<file path="config.mk">
export PLATFORM = sky130hd
export DESIGN_NAME = tape_rec
export DESIGN_NICKNAME = d
export VERILOG_FILES = /design/src/rtl/tape_rec.sv
export SDC_FILE = /design/constraint.sdc
export NUM_CORES = 1
export LEC_CHECK = 0
export CORE_MARGIN = 4
export CORE_UTILIZATION = 40
export CTS_CLUSTER_SIZE = 28
export DETAILED_ROUTE_END_ITERATION = 6
export PLACE_DENSITY = 0.66
export SLEW_MARGIN = 20
export SYNTH_ARGS = -nofsm -noshare
export SYNTH_HDL_FRONTEND = slang
export SYNTH_SLANG_ARGS = --single-unit
</file>
<file path="constraint.sdc">
create_clock -name clk -period 4.9 [get_ports clk]
set_input_delay 0.98 -clock clk [delete_from_list [all_inputs] [get_ports clk]]
set_output_delay 0.98 -clock clk [all_outputs]
set_load 0.02 [all_outputs]
</file>
<file path="src/rtl/tape_rec.sv">
// Cassette capture: times rising edges of cass_out in ce_tape ticks, decodes
// 0/1 cycles into start/8-data/2-stop frames and writes good bytes to RAM.
module tape_rec #(
  parameter int AW         = 16,
  parameter int THRESH     = 8,
  parameter int MIN_PERIOD = 2,
  parameter int TIMEOUT    = 1000
) (
  input  logic          clk,
  input  logic          reset_n,
  input  logic          ce_tape,
  input  logic          arm,
  input  logic          cass_out,
  output logic [AW-1:0] mem_addr,
  output logic [7:0]    mem_data,
  output logic          mem_we,
  output logic [AW-1:0] length,
  output logic          active,
  output logic          frame_err,
  output logic          overflow
);

  // state  | meaning
  // OFF    | idle, waiting for arm to rise
  // WAIT   | armed, waiting for the first edge (no timeout here)
  // HUNT   | reading leader 1s, a 0 is the start bit
  // DATA   | shifting 8 data bits, LSB first
  // STOP1  | expecting first stop bit (1)
  // STOP2  | expecting second stop bit (1), commits the byte
  // END    | recording closed by timeout, waits for arm cycle
  typedef enum logic [2:0] {
    S_OFF, S_WAIT, S_HUNT, S_DATA, S_STOP1, S_STOP2, S_END
  } state_t;

  state_t      r_state;
  logic [1:0]  r_sync;
  logic        r_sync_d;
  logic        r_arm_d;
  logic [11:0] r_cnt;
  logic [2:0]  r_bitcnt;
  logic [7:0]  r_shift;

  logic w_rise, w_accept, w_bit, w_timeout, w_arm_rise, w_full;

  assign w_rise     = r_sync[1] & ~r_sync_d;
  assign w_accept   = w_rise && (r_cnt >= 12'(MIN_PERIOD));
  assign w_bit      = (r_cnt >= 12'(THRESH));
  assign w_timeout  = (r_cnt >= 12'(TIMEOUT));
  assign w_arm_rise = arm & ~r_arm_d;
  assign w_full     = (length == {AW{1'b1}});

  always_ff @(posedge clk or negedge reset_n) begin
    if (!reset_n) begin
      r_state   <= S_OFF;
      r_sync    <= 2'b00;
      r_sync_d  <= 1'b0;
      r_arm_d   <= 1'b0;
      r_cnt     <= '0;
      r_bitcnt  <= '0;
      r_shift   <= '0;
      mem_addr  <= '0;
      mem_data  <= '0;
      mem_we    <= 1'b0;
      length    <= '0;
      active    <= 1'b0;
      frame_err <= 1'b0;
      overflow  <= 1'b0;
    end else begin
      r_sync   <= {r_sync[0], cass_out};
      r_sync_d <= r_sync[1];
      r_arm_d  <= arm;
      mem_we   <= 1'b0;

      // a rise coinciding with ce_tape is classified on the old count, then cleared
      if (w_accept)
        r_cnt <= '0;
      else if (ce_tape && (r_cnt != 12'hFFF))
        r_cnt <= r_cnt + 12'd1;

      if (mem_we)
        length <= length + 1'b1;

      case (r_state)
        S_OFF, S_END: ;
        S_WAIT: begin
          if (w_accept) begin
            r_state <= S_HUNT;
            active  <= 1'b1;
          end
        end
        S_HUNT: begin
          if (w_accept) begin
            if (!w_bit) begin
              r_state  <= S_DATA;
              r_bitcnt <= '0;
            end
          end else if (w_timeout) begin
            r_state <= S_END;
            active  <= 1'b0;
          end
        end
        S_DATA: begin
          if (w_accept) begin
            r_shift  <= {w_bit, r_shift[7:1]};
            r_bitcnt <= r_bitcnt + 3'd1;
            if (r_bitcnt == 3'd7)
              r_state <= S_STOP1;
          end else if (w_timeout) begin
            r_state <= S_END;
            active  <= 1'b0;
          end
        end
        S_STOP1: begin
          if (w_accept) begin
            if (w_bit) begin
              r_state <= S_STOP2;
            end else begin
              frame_err <= 1'b1;
              r_state   <= S_HUNT;
            end
          end else if (w_timeout) begin
            r_state <= S_END;
            active  <= 1'b0;
          end
        end
        S_STOP2: begin
          if (w_accept) begin
            r_state <= S_HUNT;
            if (!w_bit) begin
              frame_err <= 1'b1;
            end else if (w_full) begin
              overflow <= 1'b1;
            end else begin
              mem_we   <= 1'b1;
              mem_addr <= length;
              mem_data <= r_shift;
            end
          end else if (w_timeout) begin
            r_state <= S_END;
            active  <= 1'b0;
          end
        end
        default: r_state <= S_OFF;
      endcase

      // disarm overrides the state update above but still lets a same-clk commit through
      if ((r_state != S_OFF) && !arm) begin
        r_state <= S_OFF;
        active  <= 1'b0;
      end

      if ((r_state == S_OFF) && w_arm_rise) begin
        r_state   <= S_WAIT;
        length    <= '0;
        frame_err <= 1'b0;
        overflow  <= 1'b0;
      end
    end
  end

endmodule

</file>
==> results.md, run 1 <==
* Setup TNS at 0 ns
* EDFF count, synth at 0
* Total gr overflow at 0
* Vias in the first global route at 2385
* Diodes inserted at 0
* Htree depth at 3
* Buffer count from post-CTS setup fixing at 0
* Initial antenna violation count at 0
* Crit path DAT at 2.82 ns
* Pin count of the biggest net entering global routing at 75
* Initial DRC count at ~110
* Syn_area_per_cell at 11.45 um^2
* Mapped cell area at roughly 0.0036 mm^2
* Area Growth Syn to Fin at 22.21%
* Clock root buffer: clkbuf_8
* Number of detailed-route iterations in the first pass at 4
* PortBufs at 48
* Seq/Total Area, Yosys at 0.5200
* Worst EP required at 5.14 ns
* Via count at 2482
* Clk slew on worst S/H paths at 0.08 ns
* Post-route ant nets at 0
* Status: finished, final reports clean
* First-pass GRT wire length at 11.80 mm
* Ys Warns at 0
* CTS tree: built
* #FFs+latches synth at 74
* # fillers at 782
* Gpl congestion at 0.8585
* Drt total wl at approximately 7 mm
* Post-Synthesis Cells at approximately 310
* Die Y at 102.4 um
* CTS max path bufs at 2
* Fin area at between 0.004 and 0.005 mm^2
* Vias per cell at 5.270
* Clk_skew at 0.01188 ns
* RSZ-0062 raised after global routing: no
* CP Capture Type: flip-flop
* Fin nets at 368
* Avg WL per Cell at between 10 and 15 um
* Layout cell share with drive strength beyond 1 at 0.1680
* Delay-heaviest family, CP: buffers and inverters
* Storage element area at 0.001852 mm^2
* # hold bufs at CTS at 0
* Num rows at 34
* Clk sinks at 74
* Leakage at roughly 1.9 nW
* Crit path time final at 2.587 ns
* Tot GR Track Use at 0.1413
* Unique cell type count in the Yosys netlist at 55
* Least-Margin Pin Slew at 0.9838 ns
* Core ar. at just under 0.009 mm^2
* Initial Util at 0.4103
* Placed inst area at between 0.004 and 0.005 mm^2
* Max-Cap Viols at 0
* Element type at the critical path start: input port
* Die area at ~0.010 mm^2
* Area of the multi-input gates at 0.001625 mm^2
* DRC at 0
* Power Density at ~350 mW/mm^2
* Peak VDD IR at 0.1570 mV
* Syn Nets at around 320
* I/O Pins at around 50
* Max incr delay on CP at 0.68 ns
* Die Span X at approximately 100 um
* Crit-path cells: clkdlybuf4s50_1 > nand2b_1 > nor4_2 > buf_4 > nor2_1 > a31o_2 > o32ai_1
* Final Max Tran Viols at 0
* Fin. Hold Viols at 0
* Bufs and invs on worst path at 2
* Worst path slowest cell: clkdlybuf4s50_1
* Num CTS Buffers at 9
* Cts repair resizes at 0
* Kind of critical path: input port to flip-flop
* Critical path fanouts, max at 20
* Relative slew slack at 0.3417
* Ys async rst share at 1.000
* Hold WC Path Type: flip-flop to flip-flop
* Final Setup Violations at 0
* Most used DFF post-synth: dfrtp_1
* Detail Placement HPWL at 4.738 mm
* Max Clk Rate at 0.3865 GHz
* Clk_lat worst skew at 0.34 ns
* Final critical-path share of the clock period at 0.5280
[metal layers]
layer  track usage  vias to the layer above  part of all wire
li1              -                     1206                 -
met4       0.04238                        0             0.012
met2        0.2239                       31              0.48
met5             0                        -                 0
met1        0.1951                     1239              0.48
met3       0.03072                        6             0.027
[power breakdown]
part / internal [mW] / switching, mW
combinational: 0.119 / 0.171
sequential: 0.644 / 0.0634
clock: 0.308 / 0.238
total: 1.07 / 0.473
[logic make-up after synthesis]
group / synth area share
fa+ha+maj: 0.01757
mux: 0.1268
simple gates: 0.1746
buf+inv: 0.02530
xor+xnor: 0.05165
flops: 0.5200
compound gates: 0.08398
[layout make-up]
class                           count  share of cell area
Timing Repair Buffer               50              0.1133
Tap cell                          108             0.03105
Sequential cell                    74              0.4255
Clock buffer                       10             0.03163
Multi-Input combinational cell    220              0.3735
Clock inverter                      6             0.02243
Inverter                            3            0.002588
[worst paths after layout]
check,cells after the start,slack [ns],startpoint,endpoint
max reg2reg,4,2.50,r_state[0],r_shift[1]
max in group asynchronous,1,3.52,reset_n,mem_data[2]
min in group asynchronous,1,0.77,reset_n,active
max,7,2.31,arm,r_state[1]
min,0,0.36,r_sync[0],r_sync[1]
min reg2reg,0,0.36,r_sync[0],r_sync[1]
[state kept, by name (all words and copies together), names as in the netlist]
| register | count |
|---|---|
| r_cnt | 12 |
| r_arm_d | 1 |
| r_sync_d | 1 |
| r_sync | 2 |
| r_bitcnt | 3 |
| length | 16 |
| mem_addr | 16 |
| r_shift | 8 |
| frame_err | 1 |
| mem_we | 1 |
| active | 1 |
| mem_data | 8 |
| r_state | 3 |
| overflow | 1 |
[per-stage QoR]
| step | std cells | setup WS [ns] | hold slack (ns) | utilization | total power [mW] |
|---|---|---|---|---|---|
| floorplan | 311 | 2.565 | 0.3312 | - | 0.9341 |
| global placement | 455 | 2.009 | 0.3356 | 0.4743 | 1.012 |
| detailed placement | 455 | 1.966 | 0.3394 | 0.4743 | 1.011 |
| CTS | 471 | 2.316 | 0.3573 | 0.5014 | 1.564 |
| global route | 471 | 2.202 | 0.3728 | 0.5014 | 1.630 |
| finish | 471 | 2.313 | 0.3587 | 0.5014 | 1.544 |
[cell usage after synthesis, types with 3 or more instances]
cell | number | area, um^2
o21ai_0 | 10 | 50.05
nand2b_1 | 5 | 31.28
dfrtp_1 | 74 | 1852
a211oi_1 | 3 | 22.52
buf_2 | 3 | 15.01
nor2b_1 | 4 | 25.02
ha_1 | 5 | 62.56
mux2_2 | 13 | 146.4
inv_1 | 3 | 11.26
nand2_1 | 17 | 63.81
nand3_1 | 11 | 55.05
xor2_1 | 11 | 96.34
xnor2_1 | 10 | 87.58
a21oi_1 | 10 | 50.05
nand4_1 | 10 | 62.56
buf_6 | 3 | 33.78
nor2_1 | 35 | 131.4
or3_1 | 6 | 37.54
nor3_1 | 8 | 40.04
a22o_1 | 3 | 26.28
mux2_4 | 19 | 285.3
clkbuf_1 | 7 | 26.28
[placed cells by master (no fill, tap or decap), types with 2 or more instances in the layout]
cell type and instances:
a211oi_1 3, a21oi_1 10, a22o_1 3, a31oi_1 2, and2_1 2, and4_1 2, buf_4 3, bufinv_16 2
clkbuf_8 10, clkdlybuf4s50_1 47, clkinv_4 2, dfrtp_1 74, ha_1 5, inv_1 3, mux2_2 13, mux2_4 19
mux2i_1 2, nand2_1 17, nand2b_1 5, nand3_1 11, nand3b_1 2, nand4_1 10, nor2_1 35, nor2b_1 4
nor3_1 8, nor3_2 2, nor4_2 2, o21a_1 2, o21ai_0 10, or3_1 6, xnor2_1 10, xor2_1 11
No activity file was read; power rests on OpenSTA's default activity.
==> run 2, diff against run 1 <==
clock period = 2.6 ns   (was 4.9 ns; I/O delays follow)
==> run 2 against run 1 <==
  * Non-clock buffer count rose by 3
  * Final area shrank 0.14%
  * Largest cell class unchanged
  * Die area did not move
  * Count of clock-buffer cells in the layout shrank 1
  * Highest routed layer unchanged
  * Clock power is 71% higher
==> results.md, run 2 (synthesis results as in run 1) <==
* Clk_lat worst skew at 0.36 ns (+0.02 ns)
* Core ar. at 0.008678 mm^2 (unchanged)
* Buffer count from post-CTS setup fixing at 0 (unchanged)
* Final Core Density at 0.5007 (-0.0007210)
* Element type at the critical path start: flip-flop
* Worst hold margin at 0.3025 ns (-0.05620 ns)
* Post-route ant nets at 0 (unchanged)
* Setup TNS at 0 ns (unchanged)
* Pre-CTS setup slack at 0.3577 ns (-1.608 ns)
* CTS tree: built
* Die Y at 102.4 um (unchanged)
* Launch point of the worst reg-to-reg path: r_cnt[6]
* Crit path DAT at 2.50 ns (-0.32 ns)
* Vias in the first global route at 2482 (+4.1%)
* Fin area at 0.004345 mm^2 (-0.14%)
* Fin nets at 371 (+0.82%)
* Tot GR Track Use at 0.1454 (+0.004097)
* Status: finished, final reports clean
* Initial Util at 0.4103 (unchanged)
* Most frequent cells in the layout: dfrtp_1 (74), clkdlybuf4s50_1 (47), nor2_1 (35)
* Max Clk Rate at 0.4408 GHz
* Pin count of the biggest net entering global routing at 75 (unchanged)
* Number of detailed-route iterations in the first pass at 4 (unchanged)
* Gpl congestion at 0.8668 (+0.97%)
* CP Capture Type: flip-flop
* Die Span X at 102.4 um (unchanged)
* Final Setup Violations at 0 (unchanged)
* Fin. Hold Viols at 0 (unchanged)
* Vias per cell at 5.335 (+1.2%)
* Placed insts at 458 (+0.66%)
* Setup crit start: r_cnt[6]
* Drt total wl at 7.270 mm (+4.1%)
* Peak VDD IR at 0.2697 mV (+72%)
* Leakage at 1.876 nW (-0.25%)
* Largest regs: length (16), mem_addr (16), r_cnt (12)
* Num rows at 34 (unchanged)
* CTS max path bufs at 2 (unchanged)
* Num CTS Buffers at 9 (unchanged)
* Avg WL per Cell at 15.34 um (+3.4%)
* Detail Placement HPWL at 4.968 mm (+4.8%)
* # hold bufs at CTS at 0 (unchanged)
* Cts repair resizes at 0 (unchanged)
* Crit path time final at roughly 2.3 ns
* Storage element area at 0.001852 mm^2 (unchanged)
* Power Density at 650.4 mW/mm^2 (+83%)
* PortBufs at 48 (unchanged)
* Hold WC Path Type: input port to async pin
* Die area at 0.01048 mm^2 (unchanged)
* Total gr overflow at 0 (unchanged)
* Final critical-path share of the clock period at 0.8726
* Max-Cap Viols at 0 (unchanged)
* Area of the multi-input gates at 0.001625 mm^2 (unchanged)
* Clk sinks at 74 (unchanged)
* Worst setup margin at 0.3312 ns (-1.981 ns)
* Htree depth at 3 (unchanged)
* Least-Margin Pin Slew at 0.9459 ns (-0.03789 ns)
* DRC at 0 (unchanged)
* Post-Layout Cell Count at 474 (+0.64%)
* Via count at 2529 (+1.9%)
* Layout cell share with drive strength beyond 1 at 0.1749 (+0.006819)
* Placed inst area at 0.004139 mm^2 (+0.55%)
* First-pass GRT wire length at 11.91 mm (+0.93%)
* Relative slew slack at 0.3694 (+0.02768)
* Diodes inserted at 0 (unchanged)
* # fillers at 794 (+1.5%)
* Pwr Total at 2.826 mW (+83%)
* Area Growth Syn to Fin at 22.03%
* I/O Pins at 49 (unchanged)
* Clk_skew at 0.01267 ns (+0.0007877 ns)
* Final Max Tran Viols at 0 (unchanged)
* Kind of critical path: flip-flop to flip-flop
* Critical path fanouts, max at 22 (+10%)
* Clk slew on worst S/H paths at 0.08 ns (about the same)
* Worst EP required at 2.83 ns (-2.31 ns)
* Clock root buffer: clkbuf_8
* Initial antenna violation count at 0 (unchanged)
* Initial DRC count at 114 (+4.6%)
* Most common cell after layout, fill and taps aside: dfrtp_1
* RSZ-0062 raised after global routing: no
-- run 2: area by class of cell --
| class | count | area share |
|---|---|---|
| Timing Repair Buffer | 53 | 0.1186 |
| Sequential cell | 74 | 0.4261 |
| Tap cell | 108 | 0.03110 |
| Clock buffer | 9 | 0.02851 |
| Multi-Input combinational cell | 220 | 0.3740 |
| Inverter | 3 | 0.002591 |
| Clock inverter | 7 | 0.01900 |
-- run 2: final timing paths --
kind | slack (ns) | cells after the start | endpoint
max reg2reg | 0.33 | 6 | r_state[1]
max | 0.33 | 6 | r_state[1]
min reg2reg | 0.37 | 0 | r_sync[1]
min in group clk | 0.37 | 0 | r_sync[1]
min | 0.30 | 1 | r_cnt[11]
max in group asynchronous | 1.71 | 1 | r_state[1]
-- run 2: per-layer routing --
layer | part of all wire | track usage | vias up
li1 | - | - | 1217
met4 | 0.017 | 0.07164 | 0
met2 | 0.49 | 0.2339 | 40
met1 | 0.46 | 0.1837 | 1259
met3 | 0.031 | 0.03481 | 13
met5 | 0 | 0 | -
-- run 2: worst max-delay path, stage by stage, from the launching register on --
cell	delay, ns
dfrtp_1	0.49
nor3_2	0.07
and3_4	0.22
a21oi_2	0.76
o21ai_0	0.22
a211oi_1	0.29
o32ai_1	0.10
-- run 2: power by group --
part | switching (mW) | internal, mW | leakage, nW | total [mW]
Sequential | 0.102 | 1.21 | 1.02 | 1.32
Clock | 0.476 | 0.460 | 0.0988 | 0.935
Combinational | 0.344 | 0.231 | 0.762 | 0.575
==> run 3, diff against run 2 <==
ABC_AREA = 1   (was unset)
==> run 3 against run 2 <==
  * Largest power group unchanged
  * Combinational power grew 15%
  * First-iteration DRC count grew 0.88%
  * Register-to-register slack gained 0.27 ns
  * Critical path type unchanged
  * Wire length grew 8.0%
  * Largest cell class unchanged
==> results.md, run 3 <==
* Peak VDD IR at 0.3040 mV (+13%)
* Final Setup Violations at 0 (unchanged)
* Share of the synthesized area in the top cell type at 0.4888 (-0.03126)
* Avg WL per Cell at 12.35 um (-20%)
* Element type at the critical path start: flip-flop
* Pin count of the biggest net entering global routing at 75 (unchanged)
* Placed insts at 620 (+35%)
* Htree depth at 3 (unchanged)
* Crit path DAT at 2.27 ns (-0.23 ns)
* Drt total wl at 7.852 mm (+8.0%)
* Area contributors post-synth: dfrtp_1 (49%), nand2_1 (10%), inv_1 (5.4%), o21ai_2 (4.9%), nor2_1 (4.7%)
* PortBufs at 48 (unchanged)
* Total gr overflow at 0 (unchanged)
* EDFF count, synth at 0 (unchanged)
* Kind of critical path: flip-flop to flip-flop
* Most frequent cells in the layout: nand2_1 (103), dfrtp_1 (74), inv_1 (55)
* CP Capture Type: flip-flop
* Simple-Gate Fraction of Synth Area at 0.2781 (+0.1034)
* Launch point of the worst reg-to-reg path: r_cnt[0]
* R2r endpoint: r_bitcnt[0]
* CTS max path bufs at 2 (unchanged)
* First-pass GRT wire length at 13.82 mm (+16%)
* Leakage at 2.147 nW (+14%)
* Most used DFF post-synth: dfrtp_1
* Mapped cell area at 0.003789 mm^2 (+6.4%)
* Tot GR Track Use at 0.1498 (+0.004353)
* Ys async rst share at 1.000 (unchanged)
* Layout cell share with drive strength beyond 1 at 0.1519 (-0.02299)
* Worst reg2reg setup slack at 0.61 ns (+0.27 ns)
* Area Growth Syn to Fin at 20.48%
* Initial antenna violation count at 0 (unchanged)
* GRT met1 Usage at 0.2001 (+0.01637)
* Reg2Reg Depth at 13 (+7)
* CTS tree: built
* Num CTS Buffers at 9 (unchanged)
* Compound-Gate Fraction of Synth Area at 0.1219 (+0.03789)
* Critical path fanouts, max at 18 (-18%)
* Clk slew on worst S/H paths at 0.09 ns (about the same)
* Most common cell after layout, fill and taps aside: nand2_1
* Multiplexer area fraction after synthesis at 0 (-0.1268)
* Grt met2 use at 0.2459 (+0.01202)
* Layer with the highest usage: met2
* # hold bufs at CTS at 0 (unchanged)
* Buffer count from post-CTS setup fixing at 0 (unchanged)
* Post-synth top area cell: dfrtp_1
* Worst EP required at 2.87 ns (+0.04 ns)
* Final critical-path share of the clock period at 0.7673 (-0.1053)
* Die Y at 105.3 um (+2.9%)
* Clk_skew at 0.01202 ns (-0.0006545 ns)
* Seq/Total Area, Yosys at 0.4888 (-0.03126)
* Least-Margin Pin Slew at 0.9251 ns (-0.02084 ns)
* Post-Layout Cell Count at 636 (+34%)
* RSZ-0062 raised after global routing: no
* # fillers at 889 (+12%)
* Relative slew slack at 0.3833 (+0.01389)
* Post-Synthesis Cells at 449 (+44%)
* Syn_area_per_cell at 8.438 um^2 (-26%)
* Synth cell count leaders: nand2_1 (103), dfrtp_1 (74), inv_1 (55)
* Max-Cap Viols at 0 (unchanged)
* Via count at 3055 (+21%)
* Detail Placement HPWL at 5.757 mm (+16%)
* Post-route ant nets at 0 (unchanged)
* Die Span X at 105.3 um (+2.9%)
* Vias per cell at 4.803 (-10%)
* Core ar. at 0.009240 mm^2 (+6.5%)
* Fraction of the mapped netlist area in adder cells at 0.01651 (-0.001056)
* Status: finished, final reports clean
* Largest regs: length (16), mem_addr (16), r_cnt (12)
* Clk sinks at 74 (unchanged)
* Pre-CTS setup slack at 0.5481 ns (+0.1904 ns)
* Fin nets at 512 (+38%)
* Die area at 0.01109 mm^2 (+5.9%)
* #FFs+latches synth at 74 (unchanged)
* Clock root buffer: clkbuf_8
* Fin. Hold Viols at 0 (unchanged)
* Power Density at 636.9 mW/mm^2 (-2.1%)
* Ys Warns at 0 (unchanged)
* Clk_lat worst skew at 0.35 ns (about the same)
* Largest family of logic cells by synthesized area: simple AND/OR/NAND/NOR gates
* Initial Util at 0.4100 (about the same)
* Initial DRC count at 115 (+0.88%)
* Number of detailed-route iterations in the first pass at 5 (+1)
* DRC at 0 (unchanged)
* Crit path time final at 1.995 ns (-0.2738 ns)
* Hold WC Path Type: input port to async pin
* Most common cell in the synthesized netlist: nand2_1
* Max Clk Rate at 0.5013 GHz (+14%)
* Syn Nets at 459 (+43%)
* Gpl congestion at 0.8575 (-1.1%)
* Final Core Density at 0.4940 (-0.006747)
* Setup TNS at 0 ns (unchanged)
* Diodes inserted at 0 (unchanged)
* XOR/XNOR Fraction of Synth Area at 0.004624 (-0.04703)
* Unique cell type count in the Yosys netlist at 31 (-44%)
* Cts repair resizes at 0 (unchanged)
* I/O Pins at 49 (unchanged)
* Num rows at 35 (+2.9%)
* Vias in the first global route at 2951 (+19%)
* Met3 Track Usage GR at 0.02756 (-0.007256)
* Worst setup margin at 0.6050 ns (+0.2738 ns)
* Final Max Tran Viols at 0 (unchanged)
==> run 3: routing by layer <==
metal  part of all wire  wire length, um
met2               0.48             3773
met1               0.47             3690
met5                  0                0
met4              0.010               82
met3              0.039              306
==> run 3: where the power goes <==
part	leakage [nW]	internal, mW	switching (mW)
Sequential	1.02	1.22	0.0929
Clock	0.103	0.480	0.459
Combinational	1.03	0.221	0.438
==> run 3: layout make-up <==
type / count / area, um^2 / share of cell area
Multi-Input combinational cell: 304 / 1595 / 0.3495
Clock inverter: 6 / 72.57 / 0.01590
Timing Repair Buffer: 51 / 513.0 / 0.1124
Tap cell: 129 / 161.4 / 0.03536
Inverter: 62 / 232.7 / 0.05099
Sequential cell: 74 / 1852 / 0.4057
Clock buffer: 10 / 137.6 / 0.03015
==> run 3: worst max-delay path by stage <==
stage	from	to	slack, ns	cells past startpoint
6_report	r_cnt[0]	r_bitcnt[0]	0.61	13
5_1_grt	r_cnt[0]	r_bitcnt[0]	0.33	13
4_1_cts	r_cnt[0]	r_bitcnt[0]	0.56	13
3_5_place_dp	arm	length[7]	0.55	7
3_3_place_gp	arm	length[4]	0.58	7
2_1_floorplan	length[9]	mem_addr[14]	1.0	8
==> run 3: cells by family (layout without fill, tap and decap cells) <==
group / Yosys count / in the layout
xor+xnor: 2 / 2
compound gates: 73 / 73
simple gates: 224 / 224
buf+inv: 71 / 129
flops: 74 / 74
fa+ha+maj: 5 / 5
==> run 3: worst max-delay path: stages, from the launching register on <==
cell,delay (ns)
dfrtp_1,0.42
inv_1,0.09
ha_1,0.19
inv_1,0.05
nor2_1,0.03
nor2_1,0.21
nand3_2,0.12
nand2_2,0.20
inv_1,0.14
nand2_4,0.18
o21ai_2,0.10
inv_2,0.07
nand2_1,0.05
o21ai_1,0.06
==> run 3: per-stage QoR <==
stage	total power, mW	cell area [um^2]	hold WS (ns)
final	2.907	4564	0.3005
after detailed placement	1.991	4354	0.3458
after CTS	2.948	4564	0.3443
after global routing	3.108	4564	0.3690
after floorplan	1.825	3789	0.2244
after global placement	1.985	4354	0.3439
